[src/rtl/hazard_fwd_unit.sv]
// hazard_fwd_unit
//
// Purpose:
//   Data-hazard unit that sits between decode and the operand muxes.
//   - Keeps a registered scoreboard of the destination registers of the
//     instructions in flight past decode (entry 1 = EX, 2 = DM, 3 = WB at
//     the default depth).
//   - Selects per-operand forwarding sources; the youngest match wins.
//   - Stalls the front end on load-use hazards and injects a bubble.
//
// Parameters:
//   REG_ADDR_W - register address width
//   FWD_DEPTH  - number of scoreboard entries (forwardable stages)
//   LOAD_LAT   - a load in entry k <= LOAD_LAT cannot forward yet
//                (legal range 1..FWD_DEPTH-1)
//   SEL_W      - forwarding select width
//
// Ports:
//   clk, reset               clock, asynchronous active-high reset
//   id_valid                 decode holds a real instruction
//   id_rs_a/id_rs_b          source registers
//   id_use_a/id_use_b        operand actually reads its source register
//   id_rd/id_wr_en           destination register and its write enable
//   id_is_load               result comes from data memory
//   flush                    kill all tracked instructions
//   fwd_sel_a/fwd_sel_b      0 = register file, k = result of entry k
//   stall                    hold PC and IF/ID this cycle
//   bubble                   registered; stage after decode holds a NOP
//   stall_count              saturating count of stall cycles
//
// Optional feature:
//   HAZARD_ZERO_REG_EN - when defined, register 0 is hardwired zero.
//   It never matches and is never recorded as written.
//
// Handshake: there is no valid/ready pair here. id_valid qualifies the
// decode fields for one cycle; stall tells the front end to present the
// same instruction again on the next cycle.

module hazard_fwd_unit #(
    parameter int REG_ADDR_W = 5,
    parameter int FWD_DEPTH  = 3,
    parameter int LOAD_LAT   = 1,
    parameter int SEL_W      = $clog2(FWD_DEPTH + 1)
) (
    input  logic                  clk,
    input  logic                  reset,
    input  logic                  id_valid,
    input  logic [REG_ADDR_W-1:0] id_rs_a,
    input  logic [REG_ADDR_W-1:0] id_rs_b,
    input  logic                  id_use_a,
    input  logic                  id_use_b,
    input  logic [REG_ADDR_W-1:0] id_rd,
    input  logic                  id_wr_en,
    input  logic                  id_is_load,
    input  logic                  flush,
    output logic [SEL_W-1:0]      fwd_sel_a,
    output logic [SEL_W-1:0]      fwd_sel_b,
    output logic                  stall,
    output logic                  bubble,
    output logic [15:0]           stall_count
);

    // Scoreboard: entry k holds {v, wr, rd, ld}.
    logic [FWD_DEPTH:1]    e_v;
    logic [FWD_DEPTH:1]    e_wr;
    logic [FWD_DEPTH:1]    e_ld;
    logic [REG_ADDR_W-1:0] e_rd [1:FWD_DEPTH];

    logic [FWD_DEPTH:1] match_a;
    logic [FWD_DEPTH:1] match_b;
    logic [SEL_W-1:0]   sel_a_raw;
    logic [SEL_W-1:0]   sel_b_raw;
    logic               load_hit_a;
    logic               load_hit_b;
    logic               wr_in;

`ifdef HAZARD_ZERO_REG_EN
    // Writes to r0 are discarded, so they are never recorded as producers.
    assign wr_in = id_wr_en && (id_rd != '0);
`else
    assign wr_in = id_wr_en;
`endif

    // Per-entry match. The decoding instruction is not in the scoreboard
    // yet, so rd == rs of the same instruction cannot self-match.
    always_comb begin
        match_a = '0;
        match_b = '0;
        for (int k = 1; k <= FWD_DEPTH; k++) begin
            match_a[k] = e_v[k] && e_wr[k] && (e_rd[k] == id_rs_a) && id_use_a && id_valid;
            match_b[k] = e_v[k] && e_wr[k] && (e_rd[k] == id_rs_b) && id_use_b && id_valid;
`ifdef HAZARD_ZERO_REG_EN
            if (e_rd[k] == '0) begin
                match_a[k] = 1'b0;
                match_b[k] = 1'b0;
            end
`endif
        end
    end

    // Youngest match wins: scan oldest to youngest so the smallest k is the
    // last one written. The load-use test applies only to that youngest
    // match, which lets a younger ALU result shadow an older load.
    always_comb begin
        sel_a_raw  = '0;
        sel_b_raw  = '0;
        load_hit_a = 1'b0;
        load_hit_b = 1'b0;
        for (int k = FWD_DEPTH; k >= 1; k--) begin
            if (match_a[k]) begin
                sel_a_raw  = SEL_W'(k);
                load_hit_a = e_ld[k] && (k <= LOAD_LAT);
            end
            if (match_b[k]) begin
                sel_b_raw  = SEL_W'(k);
                load_hit_b = e_ld[k] && (k <= LOAD_LAT);
            end
        end
    end

    // Flush beats stall: the stalled instruction is being killed anyway.
    assign stall     = (load_hit_a || load_hit_b) && id_valid && !flush;
    assign fwd_sel_a = stall ? '0 : sel_a_raw;
    assign fwd_sel_b = stall ? '0 : sel_b_raw;

    always_ff @(posedge clk or posedge reset) begin
        if (reset) begin
            e_v         <= '0;
            e_wr        <= '0;
            e_ld        <= '0;
            for (int k = 1; k <= FWD_DEPTH; k++) begin
                e_rd[k] <= '0;
            end
            bubble      <= 1'b0;
            stall_count <= '0;
        end else begin
            // Older entries advance every cycle; the oldest simply retires.
            for (int k = FWD_DEPTH; k >= 2; k--) begin
                e_v[k]  <= e_v[k-1] && !flush;
                e_wr[k] <= e_wr[k-1];
                e_ld[k] <= e_ld[k-1];
                e_rd[k] <= e_rd[k-1];
            end
            // A stalled or flushed decode slot enters as an invalid bubble.
            e_v[1]  <= id_valid && !stall && !flush;
            e_wr[1] <= wr_in;
            e_ld[1] <= id_is_load;
            e_rd[1] <= id_rd;

            bubble <= stall || flush;
            if (stall && (stall_count != 16'hFFFF)) begin
                stall_count <= stall_count + 16'd1;
            end
        end
    end

endmodule

[config.mk]
export PLATFORM = sky130hd
export DESIGN_NAME = hazard_fwd_unit
export DESIGN_NICKNAME = d
export VERILOG_FILES = /design/src/rtl/hazard_fwd_unit.sv
export SDC_FILE = /design/constraint.sdc
export NUM_CORES = 1
export LEC_CHECK = 0
export BUFFER_PORTS_ARGS = -buffer_cell sky130_fd_sc_hd__buf_2
export CORE_ASPECT_RATIO = 1.75
export CORE_MARGIN = 5
export CORE_UTILIZATION = 53
export CTS_CLUSTER_SIZE = 28
export DETAILED_ROUTE_END_ITERATION = 10
export GPL_TIMING_DRIVEN = 0
export PLACE_DENSITY = 0.82
export SLEW_MARGIN = 20
export SYNTH_ARGS = -nofsm -noshare
export SYNTH_HDL_FRONTEND = slang
export SYNTH_SLANG_ARGS = --single-unit
[constraint.sdc]
create_clock -name clk -period 2.27 [get_ports clk]
set_input_delay 0.1135 -clock clk [delete_from_list [all_inputs] [get_ports clk]]
set_output_delay 0.1135 -clock clk [all_outputs]
set_load 0.05 [all_outputs]
==> reports/qor.yml, run 1 <==
status:
  status: "completed"
worst_setup_path:
  critical_path.max_fanout: 3
  arrival_ns: 2.01
  crit_end: "fwd_sel_a[1]"
  ff2ff_path_depth: 5
  reg2reg_to: "stall_count[12]"
  startpoint: "e_rd[9]"
  start_kind: "flip-flop"
  critical_path_class: "flip-flop to primary output"
  cp.required_ns: 2.16
  end_kind: "primary output"
  rrSetupSlack_ns: 0.21
  r2r_start: "e_rd[11]"
clock_network:
  clock-root-buffer: "clkbuf_8"
  clk_latency_ns: 0.29
  clk_pin_slew_ns: 0.07
  cts_buffers: 5
  clock_path_buffers: 2
  cts.sinks: 39
  htree_levels: 2
  cts_tree: "built"
yosys:
  synth-seq-area-share_pct: 51.5
  yosys_register_bits: 39
  async_reset_ff_share_pct: 100
  yosysWarnings: 0
  synth.avg_cell_area_um2: 11.2
  synth_ff_type: "dfrtp_1"
  yosysMostFrequentCell: "dfrtp_1"
  synth_cell_types: 31
  synthTopCellsByCount: "dfrtp_1, xor2_1, xnor2_1, nand2_1, nor3_1"
  synth.top_cell.area_share_pct: 51.5
  syn_area_um2: 1900
  yosys-top-cells-area: "dfrtp_1, xor2_1, xnor2_1"
  yosysTopAreaCell: "dfrtp_1"
  synth_edf_count: 0
  syn_nets: 194
  syn_inst: 170
worst_hold_path:
  hold_class: "input port to flip-flop"
timing:
  layout_min_cycle_time_ns: 2.12
  max_freq_mhz: 471
  rsz0062_at_grt: "false"
  final-hold-violation-count: 0
  min_period_over_period_pct: 93.6
  slew_viol_final: 0
  tns_ns: 0
  relSlewSlack_pct: 58.1
  tightest_slew_ns: 0.622
  setup_viol: 0
  fin_skew_ns: 0.00663
route:
  post_drt_wl_per_cell_um: 15.2
  postRouteAntennaNets: 0
  drt_iter0_drc: 50
  num_vias: 1501
  firstDrtPassIters: 4
  finalWirelength_um: 4200
  via_per_inst: 5.44
  drc_errors: 0
global_routing:
  grt_pass1_vias: 1584
  grt_max_degree: 30
  overflow: 0
  grt_pass1_wl_um: 6910
  antenna_found_initial: 0
  grt_use_total_pct: 18.4
floorplanning:
  fp.dieW_um: 55.2
  die_h_um: 89.1
  io_pins: 45
  initial_core_util_pct: 55.2
  core_area_um2: 3430
  die_area_um2: 4920
  rows: 28
final_layout:
  syn2layout_area_growth_pct: 27.7
  final_nets: 254
  nFillCells: 292
  drive_gt1_share_pct: 27.7
  final_util_pct: 70.6
  antenna_cells: 0
placement:
  place_hpwl_um: 3260
  place.gp.congestion: 0.881
  numPortBuffers: 44
pwr:
  vdd.ir_drop.worst_uv: 684
  power.static_leakage_nw: 1.16
  power_density_nw_per_um2: 635
flow_run:
  maxCapViolCount: 0
-- what timing repair did --
| action | 4_1_cts | 5_1_grt |
|---|---|---|
| resized for setup | 0 | 4 |
| setup buffers | 0 | 0 |
| setup endpoints to repair | 0 | 1 |
| hold buffers | 8 | 0 |
| endpoints found under the hold margin | 17 | 0 |
-- report_power, final --
group,total (mW),internal [mW],switching (mW),leakage (nW)
combinational,0.137,0.0643,0.0725,0.612
sequential,0.733,0.715,0.0181,0.486
clock,0.669,0.439,0.230,0.0654
total,1.54,1.22,0.321,1.16
-- flip-flops by register name, indices dropped and copies added, names as in the netlist --
register,cells
bubble,1
stall_count,16
e_v,3
e_wr,3
e_ld,1
e_rd,15
-- metrics by stage --
stage | instance area (µm²) | setup slack [ns] | power (mW) | hold WS [ns] | cells
5_1_grt | 2420 | 0.0269 | 1.61 | 0.0480 | 276
6_report | 2420 | 0.146 | 1.54 | 0.0499 | 276
3_5_place_dp | 2200 | 0.202 | 0.874 | 0.0585 | 260
3_3_place_gp | 2180 | 0.284 | 0.864 | 0.222 | 259
2_1_floorplan | 1900 | 0.140 | 0.817 | 0.145 | 170
4_1_cts | 2410 | 0.0641 | 1.56 | 0.0396 | 276
-- cell type report --
type | count | area, µm² | area share (%)
Buffer | 1 | 5.00 | 0.207
Timing Repair Buffer | 53 | 325 | 13.4
Clock inverter | 2 | 60.1 | 2.48
Multi-Input combinational cell | 127 | 916 | 37.8
Tap cell | 45 | 56.3 | 2.32
Clock buffer | 6 | 72.6 | 3.00
Inverter | 3 | 11.3 | 0.465
Sequential cell | 39 | 976 | 40.3
-- routing by layer --
| metal | vias to the layer above | global-route usage, % | routed length [µm] |
|---|---|---|---|
| li1 | 717 | - | - |
| met1 | 717 | 18.1 | 1550 |
| met2 | 56 | 33.4 | 2290 |
| met3 | 11 | 5.49 | 213 |
| met4 | 0 | 12.2 | 149 |
| met5 | - | 0 | 0 |
-- layout by cell type (no fill, tap or decap), types with 7 or more instances in the layout --
cell	netlist	final
nand4_1	10	10
buf_2	1	43
xnor2_1	19	18
nor3_1	11	11
nor2_1	10	10
dfrtp_1	39	39
dlygate4sd3_1	0	8
nand3_1	7	7
nand2_1	12	12
xor2_1	25	25
-- worst min path at each step --
stage	slack [ns]	start	cells past startpoint	endpoint
2_1_floorplan	0.14	id_is_load	0	e_ld[1]
3_3_place_gp	0.22	id_wr_en	1	e_wr[1]
3_5_place_dp	0.06	reset	2	e_rd[13]
4_1_cts	0.04	flush	2	e_v[3]
5_1_grt	0.05	flush	2	e_v[3]
6_report	0.05	flush	2	e_v[3]
-- logic make-up after synthesis --
family | after synthesis | share of synthesized area, %
AO/OA/AOI/OAI | 8 | 3.96
XOR/XNOR | 44 | 20.3
adder cells (fa/ha/maj) | 1 | 0.660
buffers and inverters | 4 | 0.857
flip-flops | 39 | 51.5
multiplexers | 2 | 1.38
AND/OR/NAND/NOR | 72 | 21.4
-- worst max-delay path, cell delays in order, from the launching register on --
cell and delay (ns):
dfrtp_1 0.42, xnor2_1 0.18, nand4_1 0.14, or4_1 0.51
nand2b_1 0.10, o211a_1 0.15, clkbuf_4 0.22
(Power assumes the default switching activity.)
==> run 2, diff against run 1 <==
CELL_PAD_IN_SITES_DETAIL_PLACEMENT = 1   (was unset)
CELL_PAD_IN_SITES_GLOBAL_PLACEMENT = 2   (was unset)
CORE_UTILIZATION = 33   (was 53)
PLACE_DENSITY = 0.8   (was 0.82)
==> run 2 against run 1 <==
  * Fmax decreased by 0.83%
  * Routed wire length increased by 17%
  * Sequential share of layout area increased by 0.29 points
  * Sequential power about the same
  * Utilization decreased by 27 points
  * Clock skew increased by 0.0033 ns
  * Final cell count increased by 11%
  * Worst setup slack got worse by 0.018 ns
  * Power decreased by 13%
  * Clock power decreased by 31%
  * Largest power group unchanged
==> reports/qor.yml, run 2 (synthesized netlist as in run 1, its figures left out) <==
placement:
  numPortBuffers: 44
  place_hpwl_um: 3910
  place.gp.congestion: 0.792
clock_network:
  cts_setup_buffers: 0
  htree_levels: 2
  clk_latency_ns: 0.30
  cts_buffers: 5
  clk_pin_slew_ns: 0.08
  clock-root-buffer: "clkbuf_8"
  cts_tree: "built"
  cts.sinks: 39
  clock_path_buffers: 2
route:
  drc_errors: 0
  num_vias: 1492
  drt_iter0_drc: 33
  via_per_inst: 4.86
  finalWirelength_um: 4910
  postRouteAntennaNets: 0
  firstDrtPassIters: 4
  post_drt_wl_per_cell_um: 16.0
final_layout:
  layout_commonest_cell: "buf_2"
  antenna_cells: 0
  largest_reg_flops: 16
  multi_input_area_um2: 908
  top_regs: "stall_count x16, e_rd x15"
  final_util_pct: 43.1
  drive_gt1_share_pct: 27.7
  nFillCells: 676
  largest-register: "stall_count"
  syn2layout_area_growth_pct: 26.8
  final_cell_mix: "buf_2, dfrtp_1, xor2_1"
  seqCellArea_um2: 976
  final_nets: 254
floorplanning:
  rows: 36
  io_pins: 45
  core_area_um2: 5590
  die_h_um: 110
  die_area_um2: 7420
  initial_core_util_pct: 34.0
  fp.dieW_um: 67.3
worst_setup_path:
  path_cells: "xnor2_1 > nand4_1 > or4_1 > nand2b_1 > o211a_1 > buf_4"
  arrival_ns: 2.03
  cp.required_ns: 2.16
  critical_path_class: "flip-flop to primary output"
  max_stage_delay_ns: 0.52
  slowest_stage: "or4_1"
  critical_path.max_fanout: 3
  start_kind: "flip-flop"
  end_kind: "primary output"
global_routing:
  antenna_found_initial: 0
  overflow: 0
  grt_max_degree: 32
  grt_pass1_wl_um: 8270
  grt_pass1_vias: 1699
  grt_use_total_pct: 15.1
flow_run:
  maxCapViolCount: 0
timing:
  layout_min_cycle_time_ns: 2.14
  fin_skew_ns: 0.00991
  final-hold-violation-count: 0
  tightest_slew_ns: 0.624
  tns_ns: 0
  max_freq_mhz: 467
  rsz0062_at_grt: "false"
  min_period_over_period_pct: 94.4
  relSlewSlack_pct: 58.0
  slew_viol_final: 0
  setup_viol: 0
worst_hold_path:
  hold_class: "input port to flip-flop"
pwr:
  power_density_nw_per_um2: 554
  power.static_leakage_nw: 1.14
  vdd.ir_drop.worst_uv: 368
status:
  status: "completed"
[run 2: cell count changes in the layout (fill, tap and decap cells not counted), sizes merged]
cell / previous run / this run
clkbuf: 7 / 5
buf: 45 / 46
bufinv: 2 / 0
clkinv: 0 / 3
[run 2: final cells by class]
cell class                      instances  area share (%)
Buffer                                  1           0.208
Clock buffer                            5            2.86
Clock inverter                          3           0.624
Inverter                                3           0.468
Multi-Input combinational cell        127            37.8
Sequential cell                        39            40.6
Tap cell                               76            3.95
Timing Repair Buffer                   53            13.5
[run 2: repair_timing]
| item | in CTS | in global routing |
|---|---|---|
| gates resized for setup | 0 | 4 |
| hold endpoints to repair | 15 | 0 |
| hold buffers | 8 | 0 |
| setup endpoints to repair | 0 | 2 |
[run 2: path summary, 6_finish.rpt]
path	end	slack, ns	cells past startpoint	startpoint
min	e_v[3]	0.04	2	flush
max reg2reg	stall_count[1]	0.18	5	stall_count[0]
min reg2reg	e_wr[3]	0.39	0	e_wr[2]
max in group asynchronous	stall_count[2]	1.55	4	reset
min in group asynchronous	stall_count[8]	0.29	3	reset
max	fwd_sel_a[1]	0.13	6	e_rd[8]
[run 2: critical path: cells and delay by family, from the launching register on]
kind	cells	cell delay (ns)
simple gates	3	0.77
flops	1	0.42
xor+xnor	1	0.20
compound gates	1	0.14
buf+inv	1	0.19
[run 2: per-layer routing]
metal / track usage (%) / up-vias / routed length [µm]
met5: 0 / - / 0
met4: 6.68 / 0 / 92
met3: 2.33 / 7 / 178
met2: 29.6 / 34 / 2890
met1: 15.1 / 737 / 1760
li1: - / 714 / -
[run 2: power breakdown]
part	internal (mW)	switching [mW]
clock network	0.210	0.251
logic	0.0633	0.0754
registers	0.715	0.0177
total	0.989	0.344
[run 2: metrics by stage]
| step | instances | total power, mW | hold slack (ns) | cell area [µm²] | worst slack (ns) |
|---|---|---|---|---|---|
| 2_1_floorplan | 170 | 0.817 | 0.145 | 1900 | 0.140 |
| 3_3_place_gp | 290 | 0.870 | 0.223 | 2220 | 0.199 |
| 3_5_place_dp | 291 | 0.878 | 0.0512 | 2240 | 0.226 |
| 4_1_cts | 307 | 1.35 | 0.0384 | 2400 | 0.0371 |
| 5_1_grt | 307 | 1.40 | 0.0472 | 2400 | 0.0154 |
| 6_report | 307 | 1.33 | 0.0433 | 2400 | 0.128 |
==> run 3, diff against run 2 <==
CORE_ASPECT_RATIO = 0.7   (was 1.75)
==> run 3 against run 2 <==
  * Sequential cell count is the same
  * Die area shrank 0.48%
  * Clock power grew 29%
  * Largest cell class unchanged
==> reports/qor.yml, run 3 (synthesized netlist as in run 1, its figures left out) <==
worst_setup_path:
  slowest_stage: "or4_1"
  path_depth: 6
  path_delay_family: "simple AND/OR/NAND/NOR gates"
  critical_path.max_fanout: 3
  ff2ff_path_depth: 5
  arrival_ns: 2.05
  max_stage_delay_ns: 0.56
  start_kind: "flip-flop"
  end_kind: "primary output"
  critical_path_class: "flip-flop to primary output"
  cp.required_ns: 2.16
  cp.buffers_inverters: 1
  path_cells: "xnor2_1 > nand4_1 > or4_1 > nand2b_1 > o211a_1 > buf_4"
clock_network:
  htree_levels: 2
  cts_setup_buffers: 0
  cts_buffers: 5
  clk_pin_slew_ns: 0.08
  cts.sinks: 39
  clk_latency_ns: 0.29
  cts_tree: "built"
  clock_path_buffers: 2
  clock-root-buffer: "clkbuf_8"
final_layout:
  largest-register: "stall_count"
  seqCellArea_um2: 976
  antenna_cells: 0
  postLayoutCellArea_um2: 2440
  multi_input_area_um2: 921
  final_nets: 254
  largest_reg_flops: 16
  layout_commonest_cell: "buf_2"
  syn2layout_area_growth_pct: 28.8
  final_cell_mix: "buf_2, dfrtp_1, xor2_1"
  nFillCells: 659
  top_regs: "stall_count x16, e_rd x15"
  drive_gt1_share_pct: 28.6
floorplanning:
  die_h_um: 73.4
  initial_core_util_pct: 33.6
  fp.dieW_um: 101
  rows: 23
  core_area_um2: 5640
  die_area_um2: 7390
  io_pins: 45
route:
  num_vias: 1466
  finalWirelength_um: 4840
  firstDrtPassIters: 4
  post_drt_wl_per_cell_um: 15.8
  drt_iter0_drc: 40
  postRouteAntennaNets: 0
  drc_errors: 0
  via_per_inst: 4.79
placement:
  numPortBuffers: 44
  place.gp.congestion: 0.754
  placed_cell_area_um2: 2230
  place_hpwl_um: 3720
timing:
  tns_ns: 0
  slew_viol_final: 0
  fin_skew_ns: 0.00852
  final-hold-violation-count: 0
  tightest_slew_ns: 0.673
  min_period_over_period_pct: 95.1
  rsz0062_at_grt: "false"
  max_freq_mhz: 463
  relSlewSlack_pct: 54.6
  layout_min_cycle_time_ns: 2.16
  setup_viol: 0
pwr:
  power.static_leakage_nw: 1.15
  vdd.ir_drop.worst_uv: 305
  power_density_nw_per_um2: 602
  total_power_mw: 1.47
global_routing:
  grt_pass1_vias: 1565
  grt_use_total_pct: 14.4
  antenna_found_initial: 0
  gr-usage-met1_pct: 23.1
  gr-usage-met3_pct: 3.13
  grt_busiest_layer: "met1"
  grt_util_met2_pct: 18.9
  overflow: 0
  grt_max_degree: 31
  grt_pass1_wl_um: 8160
status:
  status: "completed"
worst_hold_path:
  hold_path_depth: 2
  hold_class: "input port to flip-flop"
flow_run:
  maxCapViolCount: 0
run 3: what timing repair did:
action                                  CTS  global route
hold buffers                              8             0
endpoints found under the hold margin    16             0
endpoints found under the setup margin    0             3
resized for setup                         0             4
run 3: area by class of cell:
class,count,area share (%)
clock inverter,3,1.79
clock buffer,5,2.82
tap,75,3.84
inverter,3,0.461
sequential,39,40.0
multi-input combinational,127,37.7
buffer,1,0.205
timing repair buffer,53,13.2
run 3: path summary, 6_finish.rpt:
kind	slack [ns]	end	startpoint
min	0.05	e_v[3]	flush
max in group asynchronous	1.54	stall_count[4]	reset
max reg2reg	0.28	stall_count[12]	e_rd[11]
min in group asynchronous	0.29	e_rd[14]	reset
min reg2reg	0.38	e_wr[3]	e_wr[2]
max	0.11	fwd_sel_b[1]	e_rd[8]
run 3: worst reg2reg max path, delay by kind of cell, from the launching register on:
| kind | cells | cell delay (ns) |
|---|---|---|
| muxes | 1 | 0.36 |
| xor gates and xnor gates | 1 | 0.20 |
| AOI/OAI and AO/OA | 1 | 0.17 |
| and+or+nand+nor | 2 | 0.73 |
| DFF | 1 | 0.42 |
run 3: where the power goes:
| group | total [mW] | internal, mW | switching [mW] |
|---|---|---|---|
| clock | 0.596 | 0.328 | 0.269 |
| combinational | 0.139 | 0.0634 | 0.0761 |
| sequential | 0.733 | 0.715 | 0.0187 |
run 3: metrics by stage:
step / instances / hold slack [ns] / util (%) / setup slack, ns
5_1_grt: 306 / 0.0471 / 43.3 / 0.00612
3_3_place_gp: 289 / 0.222 / 39.3 / 0.232
3_5_place_dp: 290 / 0.0581 / 39.6 / 0.238
2_1_floorplan: 170 / 0.145 / - / 0.140
6_report: 306 / 0.0475 / 43.3 / 0.111
4_1_cts: 306 / 0.0436 / 43.0 / 0.00781
run 3: per-layer routing:
layer / share of wire (%) / vias up / wire [µm]
met5: 0 / - / 0
met3: 3.6 / 5 / 172
met1: 57 / 714 / 2760
met2: 38 / 29 / 1850
met4: 1.1 / 0 / 55
li1: - / 718 / -
